<file path="config.mk">
export PLATFORM = sky130hd
export DESIGN_NAME = ram_rw_bridge
export DESIGN_NICKNAME = d
export VERILOG_FILES = /design/src/rtl/ram_rw_bridge.sv
export SDC_FILE = /design/constraint.sdc
export NUM_CORES = 1
export LEC_CHECK = 0
export CAP_MARGIN = 40
export CORE_ASPECT_RATIO = 0.9
export CORE_MARGIN = 2
export CORE_UTILIZATION = 54
export DETAILED_ROUTE_END_ITERATION = 10
export PLACE_DENSITY = 0.91
export SLEW_MARGIN = 10
export SYNTH_ARGS = -nofsm -noshare
export SYNTH_HDL_FRONTEND = slang
export SYNTH_SLANG_ARGS = --single-unit
export TNS_END_PERCENT = 30
</file>
<file path="constraint.sdc">
create_clock -name clk -period 6.95 [get_ports clk]
set_input_delay 1.39 -clock clk [delete_from_list [all_inputs] [get_ports clk]]
set_output_delay 1.39 -clock clk [all_outputs]
set_load 0.01 [all_outputs]
</file>
<file path="src/rtl/ram_rw_bridge.sv">
// ram_rw_bridge: turns the core's byte-addressed, sized ram_rw request into a
// single word-indexed RAMHelper access after a programmable latency.
// Misaligned, oversized and below-base requests skip the memory and respond
// one cycle after accept with the error flag set.
module ram_rw_bridge #(
  parameter int          DATA_W    = 64,
  parameter int          ADDR_W    = 64,
  parameter logic [63:0] BASE_ADDR = 64'h8000_0000,
  parameter int          LATENCY   = 1
) (
  input  logic              clk,
  input  logic              rst_n,
  input  logic              ram_rw_cen_i,
  input  logic              ram_rw_wen_i,
  input  logic [ADDR_W-1:0] ram_rw_addr_i,
  input  logic [DATA_W-1:0] ram_rw_wdata_i,
  input  logic [2:0]        ram_rw_size_i,
  output logic              ram_rw_ready_o,
  output logic [DATA_W-1:0] ram_rw_data_o,
  output logic              ram_rw_err_o,
  output logic              mem_en_o,
  output logic [ADDR_W-1:0] mem_idx_o,
  input  logic [DATA_W-1:0] mem_rdata_i,
  output logic              mem_wen_o,
  output logic [DATA_W-1:0] mem_wdata_o,
  output logic [DATA_W-1:0] mem_wmask_o
);

  localparam int                NB       = DATA_W / 8;
  localparam int                OFFW     = $clog2(NB);
  localparam logic [ADDR_W-1:0] BASE     = ADDR_W'(BASE_ADDR);
  localparam logic [3:0]        CNT_INIT = 4'(LATENCY - 1);
  localparam logic [3:0]        NB_W     = 4'(NB);

  typedef enum logic [1:0] {IDLE, WAIT, RESP} state_t;

  state_t            state;
  logic [3:0]        cnt;
  logic              wen_q;
  logic [ADDR_W-1:0] addr_q;
  logic [DATA_W-1:0] wdata_q;
  logic [1:0]        size_q;

  logic              src_wen;
  logic [ADDR_W-1:0] src_addr;
  logic [DATA_W-1:0] src_wdata;
  logic [1:0]        src_size;
  logic [OFFW-1:0]   off;
  logic [OFFW+2:0]   shamt;
  logic [3:0]        nbytes;
  logic [DATA_W-1:0] lane_mask;
  logic [DATA_W-1:0] wdata_sh;
  logic [DATA_W-1:0] wmask_sh;
  logic [DATA_W-1:0] rdata_ext;
  logic [ADDR_W-1:0] idx;
  logic              req_err;
  logic              accept;
  logic              load_strobe;
  logic              size_unused;

  // size bit 2 carries no meaning for this bridge
  assign size_unused = ram_rw_size_i[2];

  assign accept = (state == IDLE) && ram_rw_cen_i;

  // The strobe is registered, so it is loaded one edge early: straight from
  // the live request when LATENCY is 1, otherwise from the latched request.
  assign load_strobe = (accept && !req_err && (LATENCY == 1)) ||
                       ((state == WAIT) && (cnt == 4'd1));

  // Derive lane position, masks and error from the live request in IDLE and
  // from the latched copy afterwards
  always_comb begin
    src_wen   = (state == IDLE) ? ram_rw_wen_i       : wen_q;
    src_addr  = (state == IDLE) ? ram_rw_addr_i      : addr_q;
    src_wdata = (state == IDLE) ? ram_rw_wdata_i     : wdata_q;
    src_size  = (state == IDLE) ? ram_rw_size_i[1:0] : size_q;
    off       = src_addr[OFFW-1:0];
    shamt     = {off, 3'b000};
    nbytes    = 4'd1 << src_size;
    idx       = (src_addr - BASE) >> OFFW;
    lane_mask = '0;
    for (int b = 0; b < NB; b++) begin
      if (4'(b) < nbytes) lane_mask[8*b +: 8] = 8'hFF;
    end
    wdata_sh  = src_wdata << shamt;
    wmask_sh  = lane_mask << shamt;
    rdata_ext = (mem_rdata_i >> shamt) & lane_mask;
    req_err   = ((4'(off) & (nbytes - 4'd1)) != 4'd0) ||
                (nbytes > NB_W) ||
                (src_addr < BASE);
  end

  // Request FSM; all outputs are registered here
  always_ff @(posedge clk or negedge rst_n) begin
    if (!rst_n) begin
      state          <= IDLE;
      cnt            <= '0;
      wen_q          <= 1'b0;
      addr_q         <= '0;
      wdata_q        <= '0;
      size_q         <= '0;
      ram_rw_ready_o <= 1'b0;
      ram_rw_data_o  <= '0;
      ram_rw_err_o   <= 1'b0;
      mem_en_o       <= 1'b0;
      mem_idx_o      <= '0;
      mem_wen_o      <= 1'b0;
      mem_wdata_o    <= '0;
      mem_wmask_o    <= '0;
    end else begin
      ram_rw_ready_o <= 1'b0;
      ram_rw_err_o   <= 1'b0;
      mem_en_o       <= 1'b0;
      mem_idx_o      <= '0;
      mem_wen_o      <= 1'b0;
      mem_wdata_o    <= '0;
      mem_wmask_o    <= '0;
      case (state)
        IDLE: begin
          if (ram_rw_cen_i) begin
            wen_q   <= ram_rw_wen_i;
            addr_q  <= ram_rw_addr_i;
            wdata_q <= ram_rw_wdata_i;
            size_q  <= ram_rw_size_i[1:0];
            cnt     <= CNT_INIT;
            if (req_err) begin
              state          <= RESP;
              ram_rw_ready_o <= 1'b1;
              ram_rw_err_o   <= 1'b1;
              ram_rw_data_o  <= '0;
            end else begin
              state <= WAIT;
            end
          end
        end
        WAIT: begin
          if (cnt != 4'd0) begin
            cnt <= cnt - 4'd1;
          end else begin
            state          <= RESP;
            ram_rw_ready_o <= 1'b1;
            ram_rw_data_o  <= wen_q ? '0 : rdata_ext;
          end
        end
        RESP:    state <= IDLE;
        default: state <= IDLE;
      endcase
      if (load_strobe) begin
        mem_en_o    <= 1'b1;
        mem_wen_o   <= src_wen;
        mem_idx_o   <= idx;
        mem_wdata_o <= wdata_sh;
        mem_wmask_o <= wmask_sh;
      end
    end
  end

endmodule

</file>
==> results.md <==
* Status: finished, final reports clean
* Hold slack at roughly 480 ps
* Max-cap violations at 0
* Mapped cell area at 18400 um2
* Slowest cell on crit path: nor4_1
* Setup crit end kind: register
* Largest net degree at the start of global routing at between 150 and 200
* Final worst path period need at 4680 ps
* Mapped Cells at between 2k and 2.5k
* Initial antenna violation count at 17
* Max H-tree Level at 2
* Startpoint Class: primary input
* Final core occ at 0.715
* Worst setup path end: mem_idx_o[54]$_DFF_PN0_
* Row count at between 60 and 70
* Core Area at roughly 34000 um2
* PwrDens at ~450 nW/um2
* Buf/Inv on CP at 1
* Critical Path AT at between 5000 and 6000 ps
* Gr ovfl total at 0
* Starting DRT DRC Count at 1766
* Most frequent cells after synthesis: nand2_1 (770), dfrtp_1 (338), nor2_1 (143)
* Drt first pass iters at 6
* Post-cts resize count at 0
* Period Utilization, post-route at 0.674
* Layout cells sized above 1 at 0.0659
* Area Growth Syn to Fin at 31.4%
* FF-to-FF End: mem_idx_o[54]$_DFF_PN0_
* Worst Hold Class: reg2reg
* Initial Util at 0.544
* Detailed Route WL at around 65 mm
* Pre-CTS setup slack at between 1500 and 2000 ps
* Predominant post-synthesis flop cell: dfrtp_1
* Critical path required time at about 7400 ps
* CTS tree: built
* Setup TNS Final at 0 ps
* Most used cell, CP: mux2i_1
* Fin. max-slew vios at 0
* Full die area at between 30000 and 40000 um2
* Worst reg2reg setup slack at between 2000 and 2500 ps
* CP delay by family, top: simple AND/OR/NAND/NOR gates
* Achievable Freq at approximately 0.21 GHz
* Critical path peak fanout at 8
* Critical path cell sequence: clkdlybuf4s50_1 > mux2i_1 > ha_1 > or4b_1 > mux2i_1 > nand4_2 > nor4_1 > nand3_1 > xnor2_1 > nor2_1
* Skew-Pair Late Insertion Delay at between 500 and 600 ps
* Setup CP Type: in2reg
* Worst-path clk slew at approximately 60 ps
* Worst-margin pin slew at roughly 1000 ps
* Syn_area_per_cell at between 8 and 9 um2
* Vias at approximately 18k
* First-pass GRT wire length at 97.5 mm
* Setup-failing EPs final at 0
* Final Power at 10800 uW
* Detail Route Antenna Nets at 0
* Library cells used by synthesis at 60
* # Post-CTS Setup Buffers at 0
* Fin worst setup slack at 2270 ps
* Post-CTS Hold Buffers at 0
* Static leakage at 0.0110 uW
* Largest cells by area after synthesis: dfrtp_1 (46%), nand2_1 (16%), mux2i_1 (7.0%)
* Final Hold Fails at 0
* Synth Register Bits at 338
* Worst r2r src: state[0]$_DFFE_PN0P_
* Die W at 199 um
* Top cell type's share of synthesized area at 0.460
* Layout Nets at approximately 2.7k
* CTS Root Cell: clkbuf_16
* CTS Buffer Depth at 3
* Area leader, netlist: dfrtp_1
* Die height at ~180 um
* VDD IR max at a little under 0.3 mV
* Total Routing Usage GR at 0.359
* DRC at 0
* Start point of the critical path: ram_rw_addr_i[31]
* CTS sink cnt at about 340
* Synth Warn # at 0
* FFs w/ async S/R, synth at 1.00
* Cell depth of the worst setup path at 10
* GPL Wtd Cong at just under 1
* Via density at between 6 and 7
* Number of global-route vias before repair at 17.1k
* WL per Instance at ~22 um
* Relative max-transition margin at 0.323
* PortBufs at 454
* IO Pins at about 460
* Worst R2R Path Depth at 11
* Unrepaired setup endpoints after global routing: no
* Most numerous cell in the Yosys netlist: nand2_1
* Post-DP HPWL at ~45 mm
* Slowest stage delay, CP at slightly above 900 ps
* Cts bufs inserted at 37
* Post-synth EDFFs at 0
* Clk_skew at between 20 and 30 ps
* Sequential-to-total area share from yosys stat at 0.460
* Fill count at about 2.5k
routing by layer:
metal	track usage	wire length, um	share of wire
met4	0.238	4860	0.075
met3	0.0862	6620	0.10
met2	0.569	30000	0.46
met1	0.440	23200	0.36
met5	0	73	0.0011
power breakdown:
group / leakage, uW / switching, uW / internal [uW] / total, uW
combinational: 0.00591 / 3400 / 2270 / 5670
sequential: 0.00446 / 505 / 2650 / 3160
clock: 0.000606 / 813 / 1190 / 2010
total: 0.0110 / 4720 / 6120 / 10800
logic make-up (layout without fill, tap and decap cells):
logic type	Yosys count	in the layout	share of synthesized area
AOI/OAI and AO/OA	317	317	0.111
xor gates and xnor gates	32	32	0.0152
and+or+nand+nor	1058	1058	0.233
other	1	16	0.000204
buffers and inverters	218	558	0.0610
adders and majority gates	4	4	0.00272
muxes	179	179	0.116
DFF	338	338	0.460
cell usage in the layout (no fill, tap or decap), types with 8 or more instances in the layout:
| master | Yosys | routed |
|---|---|---|
| a211oi_1 | 21 | 21 |
| a21boi_0 | 9 | 9 |
| a21oi_1 | 110 | 110 |
| a221oi_1 | 8 | 8 |
| a222oi_1 | 8 | 8 |
| a32oi_1 | 8 | 8 |
| and3_1 | 13 | 13 |
| buf_4 | 67 | 25 |
| clkbuf_16 | 0 | 38 |
| clkbuf_8 | 0 | 11 |
| clkdlybuf4s50_1 | 0 | 452 |
| dfrtp_1 | 338 | 337 |
| diode_2 | 0 | 13 |
| mux2_2 | 25 | 24 |
| mux2i_1 | 129 | 126 |
| mux4_2 | 25 | 25 |
| nand2_1 | 770 | 769 |
| nand3_1 | 33 | 33 |
| nor2_1 | 143 | 142 |
| nor2b_1 | 12 | 12 |
| nor3_1 | 37 | 37 |
| nor4_1 | 18 | 18 |
| o211ai_1 | 23 | 23 |
| o21ai_0 | 59 | 59 |
| o22a_1 | 9 | 9 |
| o31ai_1 | 41 | 41 |
| xnor2_1 | 19 | 19 |
| xor2_1 | 13 | 13 |
area by class of cell:
type                       count  area (um2)  share of cell area
sequential                   338        8460               0.350
clock inverter                 9         111             0.00461
antenna                       13        32.5             0.00135
inverter                       7        26.3             0.00109
tap                          462         578              0.0239
timing repair buffer         487        4940               0.205
multi-input combinational   1593        8880               0.368
clock buffer                  55        1120              0.0466
flip-flops by register name (all words and copies together) (netlist names), 2 cells and up:
signal and cells:
size_q 2, mem_wdata_o 64, mem_idx_o 61, mem_wmask_o 8
wdata_q 64, cnt 4, state 2, addr_q 64
ram_rw_data_o 64
per-stage QoR:
step                std cells  instance area [um2]
floorplan                2149                18400
global placement         2879                22700
detailed placement       2887                22900
CTS                      2951                24100
global route             2958                24100
finish                   2964                24200
how the worst min path moves through the flow:
stage                                       start                             to  slack (ps)  cells past startpoint
finish              ram_rw_data_o[22]$_DFFE_PN0P_  ram_rw_data_o[22]$_DFFE_PN0P_         480                      2
detailed placement        wdata_q[56]$_DFFE_PN0P_        wdata_q[56]$_DFFE_PN0P_         460                      2
CTS                 ram_rw_data_o[19]$_DFFE_PN0P_  ram_rw_data_o[19]$_DFFE_PN0P_         480                      2
global route                addr_q[5]$_DFFE_PN0P_          addr_q[5]$_DFFE_PN0P_         500                      2
global placement          wdata_q[61]$_DFFE_PN0P_        wdata_q[61]$_DFFE_PN0P_         460                      2
floorplan                 wdata_q[63]$_DFFE_PN0P_        wdata_q[63]$_DFFE_PN0P_         440                      2
tightest hold or removal path, delay by kind of cell (launching register included):
kind | cells | cell delay, ps
and+or+nand+nor | 1 | 50
AOI/OAI and AO/OA | 1 | 50
DFF | 1 | 340
No activity file was read; power rests on OpenSTA's default activity.
